File: src/rtl/intr_pkg.sv
// Shared constants and FSM encodings for the interrupt scheduler and its APB register block.
package intr_pkg;

  localparam int NUM_INTR_DEF = 16;
  localparam int PRIO_W_DEF   = 4;

  typedef enum logic [2:0] {
    S_NOINTR   = 3'b000,
    S_INTR_ACT = 3'b001,
    S_WAITING  = 3'b010
  } state_e;

endpackage

File: src/rtl/intr_prio_enc.sv
// Combinational winner select: highest non-zero priority among pending sources, lowest index on ties.
module intr_prio_enc
  import intr_pkg::*;
#(
  parameter int NUM_INTR = NUM_INTR_DEF,
  parameter int WIDTH    = $clog2(NUM_INTR),
  parameter int PRIO_W   = PRIO_W_DEF
) (
  input  logic [NUM_INTR-1:0]        pend_i,
  input  logic [NUM_INTR*PRIO_W-1:0] prio_flat_i,
  output logic [WIDTH-1:0]           idx_o,
  output logic                       any_valid_o
);

  logic [PRIO_W-1:0] best_prio;

  // Starting the running best at zero excludes masked sources; strict '>' keeps the lowest index on ties.
  always_comb begin
    best_prio   = '0;
    idx_o       = '0;
    any_valid_o = 1'b0;
    for (int i = 0; i < NUM_INTR; i++) begin
      if (pend_i[i] && (prio_flat_i[i*PRIO_W +: PRIO_W] > best_prio)) begin
        best_prio   = prio_flat_i[i*PRIO_W +: PRIO_W];
        idx_o       = WIDTH'(i);
        any_valid_o = 1'b1;
      end
    end
  end

endmodule

File: src/rtl/intr_prio_sched.sv
// Priority interrupt scheduler: sticky pending vector, priority arbitration, 4-phase service handshake.
// Optional service timeout built when INTR_TIMEOUT_EN is defined.
//
// state      | meaning
// S_NOINTR   | idle; arbitrates pending sources every cycle
// S_INTR_ACT | winner presented, waiting for intr_serviced_i=1
// S_WAITING  | serviced, waiting for intr_serviced_i to return to 0
module intr_prio_sched
  import intr_pkg::*;
#(
  parameter int NUM_INTR    = NUM_INTR_DEF,
  parameter int WIDTH       = $clog2(NUM_INTR),
  parameter int PRIO_W      = PRIO_W_DEF,
  parameter int TIMEOUT_CYC = 255
) (
  input  logic                       pclk_i,
  input  logic                       prst_ni,
  input  logic [NUM_INTR-1:0]        intr_active_i,
  input  logic [NUM_INTR*PRIO_W-1:0] prio_flat_i,
  input  logic                       intr_serviced_i,
  output logic [WIDTH-1:0]           intr_to_service_o,
  output logic                       intr_valid_o,
  output logic [NUM_INTR-1:0]        pend_o,
  output logic                       intr_timeout_o
);

  state_e              state_q, state_d;
  logic [NUM_INTR-1:0] pend_q, pend_d, clr_mask;
  logic [WIDTH-1:0]    idx_q, idx_d;
  logic                valid_q, valid_d;
  logic [WIDTH-1:0]    win_idx;
  logic                any_valid;
  logic                to_expire;

  intr_prio_enc #(
    .NUM_INTR (NUM_INTR),
    .WIDTH    (WIDTH),
    .PRIO_W   (PRIO_W)
  ) u_prio_enc (
    .pend_i      (pend_q),
    .prio_flat_i (prio_flat_i),
    .idx_o       (win_idx),
    .any_valid_o (any_valid)
  );

`ifdef INTR_TIMEOUT_EN
  localparam int CNT_W = (TIMEOUT_CYC > 1) ? $clog2(TIMEOUT_CYC) : 1;

  logic [CNT_W-1:0] to_cnt_q;
  logic             timeout_q;

  assign to_expire = (state_q == S_INTR_ACT) && (to_cnt_q == '0) && !intr_serviced_i;

  // Loaded on presentation so the terminal count lands exactly TIMEOUT_CYC edges later.
  always_ff @(posedge pclk_i or negedge prst_ni) begin
    if (!prst_ni) begin
      to_cnt_q  <= '0;
      timeout_q <= 1'b0;
    end else begin
      timeout_q <= to_expire;
      if (state_q == S_NOINTR && any_valid) begin
        to_cnt_q <= CNT_W'(TIMEOUT_CYC - 1);
      end else if (state_q == S_INTR_ACT && to_cnt_q != '0) begin
        to_cnt_q <= to_cnt_q - 1'b1;
      end
    end
  end

  assign intr_timeout_o = timeout_q;
`else
  logic unused_timeout_cyc;
  assign unused_timeout_cyc = (TIMEOUT_CYC != 0);
  assign to_expire          = 1'b0;
  assign intr_timeout_o     = 1'b0;
`endif

  always_comb begin
    state_d  = state_q;
    idx_d    = idx_q;
    valid_d  = valid_q;
    clr_mask = '0;
    case (state_q)
      S_NOINTR: begin
        if (any_valid) begin
          idx_d   = win_idx;
          valid_d = 1'b1;
          state_d = S_INTR_ACT;
        end
      end
      S_INTR_ACT: begin
        if (intr_serviced_i) begin
          clr_mask[idx_q] = 1'b1;
          valid_d         = 1'b0;
          state_d         = S_WAITING;
        end else if (to_expire) begin
          valid_d = 1'b0;
          state_d = S_NOINTR;
        end
      end
      S_WAITING: begin
        if (!intr_serviced_i) begin
          state_d = S_NOINTR;
        end
      end
      default: begin
        valid_d = 1'b0;
        state_d = S_NOINTR;
      end
    endcase
  end

  // A new request on the clearing edge wins over the clear.
  assign pend_d = (pend_q & ~clr_mask) | intr_active_i;

  always_ff @(posedge pclk_i or negedge prst_ni) begin
    if (!prst_ni) begin
      state_q <= S_NOINTR;
      pend_q  <= '0;
      idx_q   <= '0;
      valid_q <= 1'b0;
    end else begin
      state_q <= state_d;
      pend_q  <= pend_d;
      idx_q   <= idx_d;
      valid_q <= valid_d;
    end
  end

  assign intr_to_service_o = idx_q;
  assign intr_valid_o      = valid_q;
  assign pend_o            = pend_q;

endmodule
File: config.mk
export PLATFORM = sky130hd
export DESIGN_NAME = intr_prio_sched
export DESIGN_NICKNAME = d
export VERILOG_FILES = /design/src/rtl/intr_pkg.sv /design/src/rtl/intr_prio_enc.sv /design/src/rtl/intr_prio_sched.sv
export SDC_FILE = /design/constraint.sdc
export NUM_CORES = 1
export LEC_CHECK = 0
export BUFFER_PORTS_ARGS = -buffer_cell sky130_fd_sc_hd__clkbuf_2
export CAP_MARGIN = 20
export CELL_PAD_IN_SITES_DETAIL_PLACEMENT = 0
export CELL_PAD_IN_SITES_GLOBAL_PLACEMENT = 1
export CORE_MARGIN = 8
export CORE_UTILIZATION = 25
export DETAILED_ROUTE_END_ITERATION = 10
export GPL_TIMING_DRIVEN = 0
export PLACE_DENSITY_LB_ADDON = 0.1
export SYNTH_ARGS = -nofsm -noshare
export SYNTH_HDL_FRONTEND = slang
export SYNTH_SLANG_ARGS = --single-unit
File: constraint.sdc
create_clock -name pclk_i -period 25.2 [get_ports pclk_i]
set_clock_uncertainty 0.15 [all_clocks]
set_input_delay 1.26 -clock pclk_i [delete_from_list [all_inputs] [get_ports pclk_i]]
set_output_delay 1.26 -clock pclk_i [all_outputs]
set_load 0.05 [all_outputs]
Yosys cells after proc, flatten, opt, wreduce, memory -nomap -nowiden

Index checks and enable logic that the tools add are counted.

Register bits: 24
Bits in latches: 0
RAM bits: 0
ROM bits: 0
Input bits: 83
Output and inout bits: 22
Logic and storage cells: 109
Memories kept: 0

Add/sub/neg operators: 0
Multiply operators: 0
Divide/modulo/power cells: 0
Order comparisons: 18
Eq/ne operators: 5
Shift operators: 0
Mux-type cells: 57
Bitwise operators: 4
Reduce and logical (&&, ||, !) cells: 21

Operator list:

| cell                 | count |
|---|---|
| $mux W4              | 23 |
| $gt A4 B4 Y1         | 15 |
| $mux W16             | 2 |
| $mux W3              | 7 |
| $mux W1              | 20 |
| $logic_and A1 B1 Y1  | 17 |
| $and A16 B16 Y16     | 1 |
| $not A16 Y16         | 1 |
| $or A16 B16 Y16      | 1 |
| $pmux W3 S3          | 1 |
| $ne A2 B2 Y1 const B | 3 |
| $reduce_and A3 Y1    | 2 |
| $lt A4 B5 Y1 const B | 1 |
| $demux W1 S4         | 1 |
| $ge A4 B1 Y1 const B | 1 |
| $gt A4 B1 Y1 const B | 1 |
| $mux W2              | 2 |
| $eq A3 B1 Y1 const B | 1 |
| $eq A3 B2 Y1 const B | 1 |
| $logic_not A3 Y1     | 1 |
| $pmux W1 S3          | 1 |
| $reduce_and A2 Y1    | 1 |
| $not A1 Y1           | 1 |

Logic depth before layout (Yosys ltp)

Depth in word-level cells: 50
Gate-level depth with buffers: 141
Depth with buffers taken out: 137

Modules after synthesis

A second synthesis with hierarchy kept.

Cells, all modules: 530
Area total of the unflattened synthesis: 4,211.5 µm²

Modules (own cells, without submodules):

| module          | instances | cells each | area each (µm²) | sequential area each (µm²) |
|---|---|---|---|---|
| intr_prio_enc   | 1         | 450        | 3,248.1         | 0.0 |
| intr_prio_sched | 1         | 80         | 963.4           | 575.6 |

Least setup slack after synthesis

No wires, ideal clock.

Kind: in2reg
Start: input prio_flat_i[1]
End: register idx_q[0] (netlist: intr_to_service_o[0])
Library setup time: 0.080 ns
Data arrival time: 24.979 ns
Data required time: 24.970 ns
Slack: -0.009 ns
Stages on the path: 128
Path buffers: 4
Cells stage by stage: nand2_1 ha_1 nor2b_1 o211ai_1 a21oi_1 mux2_2 ha_1 nand2b_1 nor3b_1 o41ai_2 o211a_1 buf_6 mux2_2 inv_1 ha_1 a21oi_1 maj3_1 o21bai_1 [... 92 more ...] mux2i_1 ha_1 nor2b_1 o21ai_0 nand2b_1 a21oi_1 nor2_1 o21a_1 ha_1 nor2b_1 o21a_1 o21a_1 o211ai_1 nor2b_1 nand4_1 nand2b_1 o31ai_1 mux2i_1

Longest elaborated chain between the ends: 49
Elaborated cells between the ends (all ways): 79
Those cells by class: 16 x order compare; 46 x mux; 17 x reduce/logical

Ends and longest elaborated chain:

| what                        | line                   | RTL |
|---|---|---|
| start: declaration          | intr_prio_sched.sv:19  | `input logic [NUM_INTR*PRIO_W-1:0] prio_flat_i,` |
| $gt A4 B1 Y1                | intr_prio_enc.sv:23    | `if (pend_i[i] && (prio_flat_i[i*PRIO_W +: PRIO_W] > best_prio)) begin` |
| $logic_and A1 B1 Y1         | intr_prio_enc.sv:23    |  |
| $mux W4                     | intr_prio_enc.sv:23    |  |
| $gt A4 B4 Y1                | intr_prio_enc.sv:23    |  |
| $logic_and A1 B1 Y1         | intr_prio_enc.sv:23    |  |
| $mux W4                     | intr_prio_enc.sv:23    |  |
| $gt A4 B4 Y1                | intr_prio_enc.sv:23    |  |
| $logic_and A1 B1 Y1         | intr_prio_enc.sv:23    |  |
| [... 33 more ...]           | n/a                    |  |
| $mux W4                     | intr_prio_enc.sv:23    |  |
| $gt A4 B4 Y1                | intr_prio_enc.sv:23    |  |
| $logic_and A1 B1 Y1         | intr_prio_enc.sv:23    |  |
| $mux W4                     | intr_prio_enc.sv:23    |  |
| $gt A4 B4 Y1                | intr_prio_enc.sv:23    |  |
| $logic_and A1 B1 Y1         | intr_prio_enc.sv:23    |  |
| $mux W1                     | intr_prio_enc.sv:23    |  |
| $reduce_and A2 Y1 (no line) | n/a                    |  |
| end signal: assignment      | intr_prio_sched.sv:124 | `idx_q <= idx_d;` |
| end: declaration            | intr_prio_sched.sv:29  | `logic [WIDTH-1:0] idx_q, idx_d;` |

Several ways; a longest one is shown, not always the timed one.
A chain may end at the register's enable or synchronous reset.

Worst setup path after layout

Start: input prio_flat_i[1]
End: register idx_q[1] (netlist: intr_to_service_o[1])

The elaborated chain is that of the path after synthesis.

==> results.txt <==
status: complete, no violations
fillers: 1868
Die Y: 148.9 µm
CP Class: input pin to flip-flop
CP startpoint kind: input pin
Placed Cells: 909
critical path's top delay family: compound AO/OA/AOI/OAI gates
CP max stage delay: 0.45 ns
chip width: 148.9 µm
final hold violations: 0
diode count: 0
# setup viols final: 0
Reg-to-Reg Start: pend_o[0]$_DFF_PN0_
Wirelength per Cell: 16.36 µm
cell with the most instances after synthesis: inv_1
via density per instance: 5.112
Area Growth Syn to Fin: 44.99%
boundary pin count: 105
CP required: 25.24 ns
Initial DRC Count: 172
Max FO, Critical Path: 8
post-layout util: 37.02%
top cell type's share of synthesized area: 13.03%
max capacitance violation total: 0
row cnt: 48
DRC: 0
Cell variety after synth: 83
Reg2Reg Capture Point: intr_to_service_o[1]$_DFFE_PN0P_
final layout net count: 883
number of synthesized flops with an enable pin: 0
slew margin rel.: 45.63%
Post-synth ARST share: 100.0%
vias in the first global route: 4984
Yosys reg bits: 23
drt pass-1 iters: 4
Net Count, Synth: 715
routability congestion estimate: 0.8065
die area: 22180 µm²
unrepaired setup endpoints after global routing: yes
total track usage: 13.43%
gr ovfl total: 0
layout cells sized above 1: 39.18%
Post-DRT Antenna Nets: 0
post-synth top area cell: dfrtp_1
DP Wirelength: 12.81 mm
Clk Latency, worst-skew pair: 0.26 ns
CTS tree: done
vias: 5000
Most used DFF post-synth: dfrtp_1
Hold WC Path Type: flip-flop to flip-flop
cts hold-fix bufs: 0
Max Fclk: 0.04041 GHz
R2R Setup Slk: 1.01 ns
Max Buffers Root-to-Sink: 2
Post-Synthesis Cells: 586
Worst R2R Path Depth: 129
synth cell count leaders: 68 x inv_1, 47 x nand2_1, 46 x ha_1
critical path's most frequent cell: ha_4
Routed WL: 16.00 mm
Starting Density: 25.54%
H-tree Lvls: 1
Worst setup EP type: flip-flop
first-pass GRT wire length: 24.76 mm
Hold Path Stages: 2
clock sink count: 23
Mapped Area: 4417 µm²
minimum clock period: 24.75 ns
Clock Pin Slew Worst Setup and Hold Paths: 0.06 ns
Worst Hold Path EP: intr_valid_o$_DFFE_PN0P_
YS warnings: 0
Tightest Pin Transition: 0.8053 ns
Critical Path AT: 24.78 ns
top cells by area, synth: dfrtp_1 13%, ha_1 13%, inv_1 5.8%
core area: 17300 µm²
Crit-path slowest cell: a2111o_1
final period utilization: 98.21%
number of port buffers: 98
cts bufs inserted: 3
hold_sp: intr_valid_o$_DFFE_PN0P_
initial antenna violation count: 0
clk root buf: clkbuf_16
sequential fraction of the synthesis area: 13.03%
non-filler cells, final: 978
Mapped Avg Cell Area: 7.537 µm²
Post-Route Setup TNS: 0 ns
largest net degree at the start of global routing: 24
CP Buf/Inv Count: 19
max-slew violation count: 0
## per-layer routing
| layer | up-vias | share of wire [%] | GRT usage (%) |
|---|---|---|---|
| met5 | - | 0 | 0 |
| met3 | 19 | 4.0 | 1.820 |
| li1 | 2522 | - | - |
| met4 | 0 | 1.3 | 2.625 |
| met1 | 2365 | 45 | 16.60 |
| met2 | 94 | 50 | 24.30 |
## worst register-to-register path: cells and delay by family (launching register included)
| kind | cells | cell delay [ns] |
|---|---|---|
| AO/OA/AOI/OAI | 51 | 9.74 |
| adder cells (fa/ha/maj) | 18 | 4.40 |
| buffers and inverters | 18 | 1.86 |
| flip-flops | 1 | 0.49 |
| multiplexers | 12 | 3.27 |
| AND/OR/NAND/NOR | 30 | 4.20 |
## sequential cells by signal, summed over array words and instances, names as in the netlist
register / cells
intr_valid_o: 1
pend_o: 16
state_q: 2
intr_to_service_o: 4
## area by class of cell
type | instances | area (µm²) | share of cell area, %
flip-flops and latches | 23 | 575.6 | 8.988
clock inverters | 1 | 5.005 | 0.07816
repair buffers | 166 | 1012 | 15.81
well taps | 225 | 281.5 | 4.396
clock buffers | 3 | 75.07 | 1.172
multi-input cells | 478 | 4128 | 64.46
plain buffers | 14 | 71.32 | 1.114
inverters | 68 | 255.2 | 3.986
## placed cells by master, fill, tap and decap left out, drive strengths merged, types with 6 or more instances in the layout
| cell | count |
|---|---|
| o31ai | 9 |
| a21oi | 25 |
| o21ai | 39 |
| a211oi | 7 |
| mux2i | 17 |
| a2111oi | 6 |
| or2 | 10 |
| nand4 | 8 |
| nor2 | 36 |
| mux2 | 17 |
| a21o | 24 |
| nor2b | 6 |
| nand3 | 21 |
| buf | 71 |
| inv | 68 |
| or3 | 6 |
| dfrtp | 23 |
| o21a | 11 |
| and3 | 8 |
| nand2 | 49 |
| o211a | 7 |
| and2 | 7 |
| o211ai | 10 |
| nand2b | 15 |
| nor3 | 12 |
| clkbuf | 112 |
| ha | 46 |
## timing repair
action	CTS	global route
resized for setup	80	47
setup endpoints to repair	6	6
buffers inserted	39	29
pin swaps	27	41
## metrics by stage
stage	area, µm²	setup slack [ns]	hold WS (ns)
final	6404	0.4517	0.3369
after global routing	6404	-0.8385	0.3559
after CTS	5929	0.0009699	0.3407
after detailed placement	5195	-4.208	0.3238
after global placement	5195	-3.973	0.3256
after floorplan	4423	0.2246	0.3452
## cells by family after synthesis
kind of cell / count (synthesis) / share of synthesized area [%]
AND/OR/NAND/NOR: 192 / 22.55
XOR/XNOR: 5 / 0.9915
adder cells (fa/ha/maj): 50 / 13.97
multiplexers: 34 / 8.272
other: 1 / 0.08490
buffers and inverters: 85 / 7.507
flip-flops: 23 / 13.03
AO/OA/AOI/OAI: 196 / 33.60
## worst max-delay path by stage
stage              startpoint                               end  slack [ns]  depth (start not counted)
5_1_grt        prio_flat_i[2]  intr_to_service_o[0]$_DFFE_PN0P_       -0.84                        133
6_report       prio_flat_i[1]  intr_to_service_o[1]$_DFFE_PN0P_        0.45                        130
3_3_place_gp   prio_flat_i[1]  intr_to_service_o[0]$_DFFE_PN0P_       -3.97                        125
3_5_place_dp   prio_flat_i[1]  intr_to_service_o[0]$_DFFE_PN0P_       -4.21                        128
2_1_floorplan  prio_flat_i[1]  intr_to_service_o[0]$_DFFE_PN0P_        0.22                        128
4_1_cts        prio_flat_i[1]  intr_to_service_o[0]$_DFFE_PN0P_       0.001                        129
Power is not shown: default switching activity piles up to over one toggle a cycle in this logic, so the estimate is an artifact.
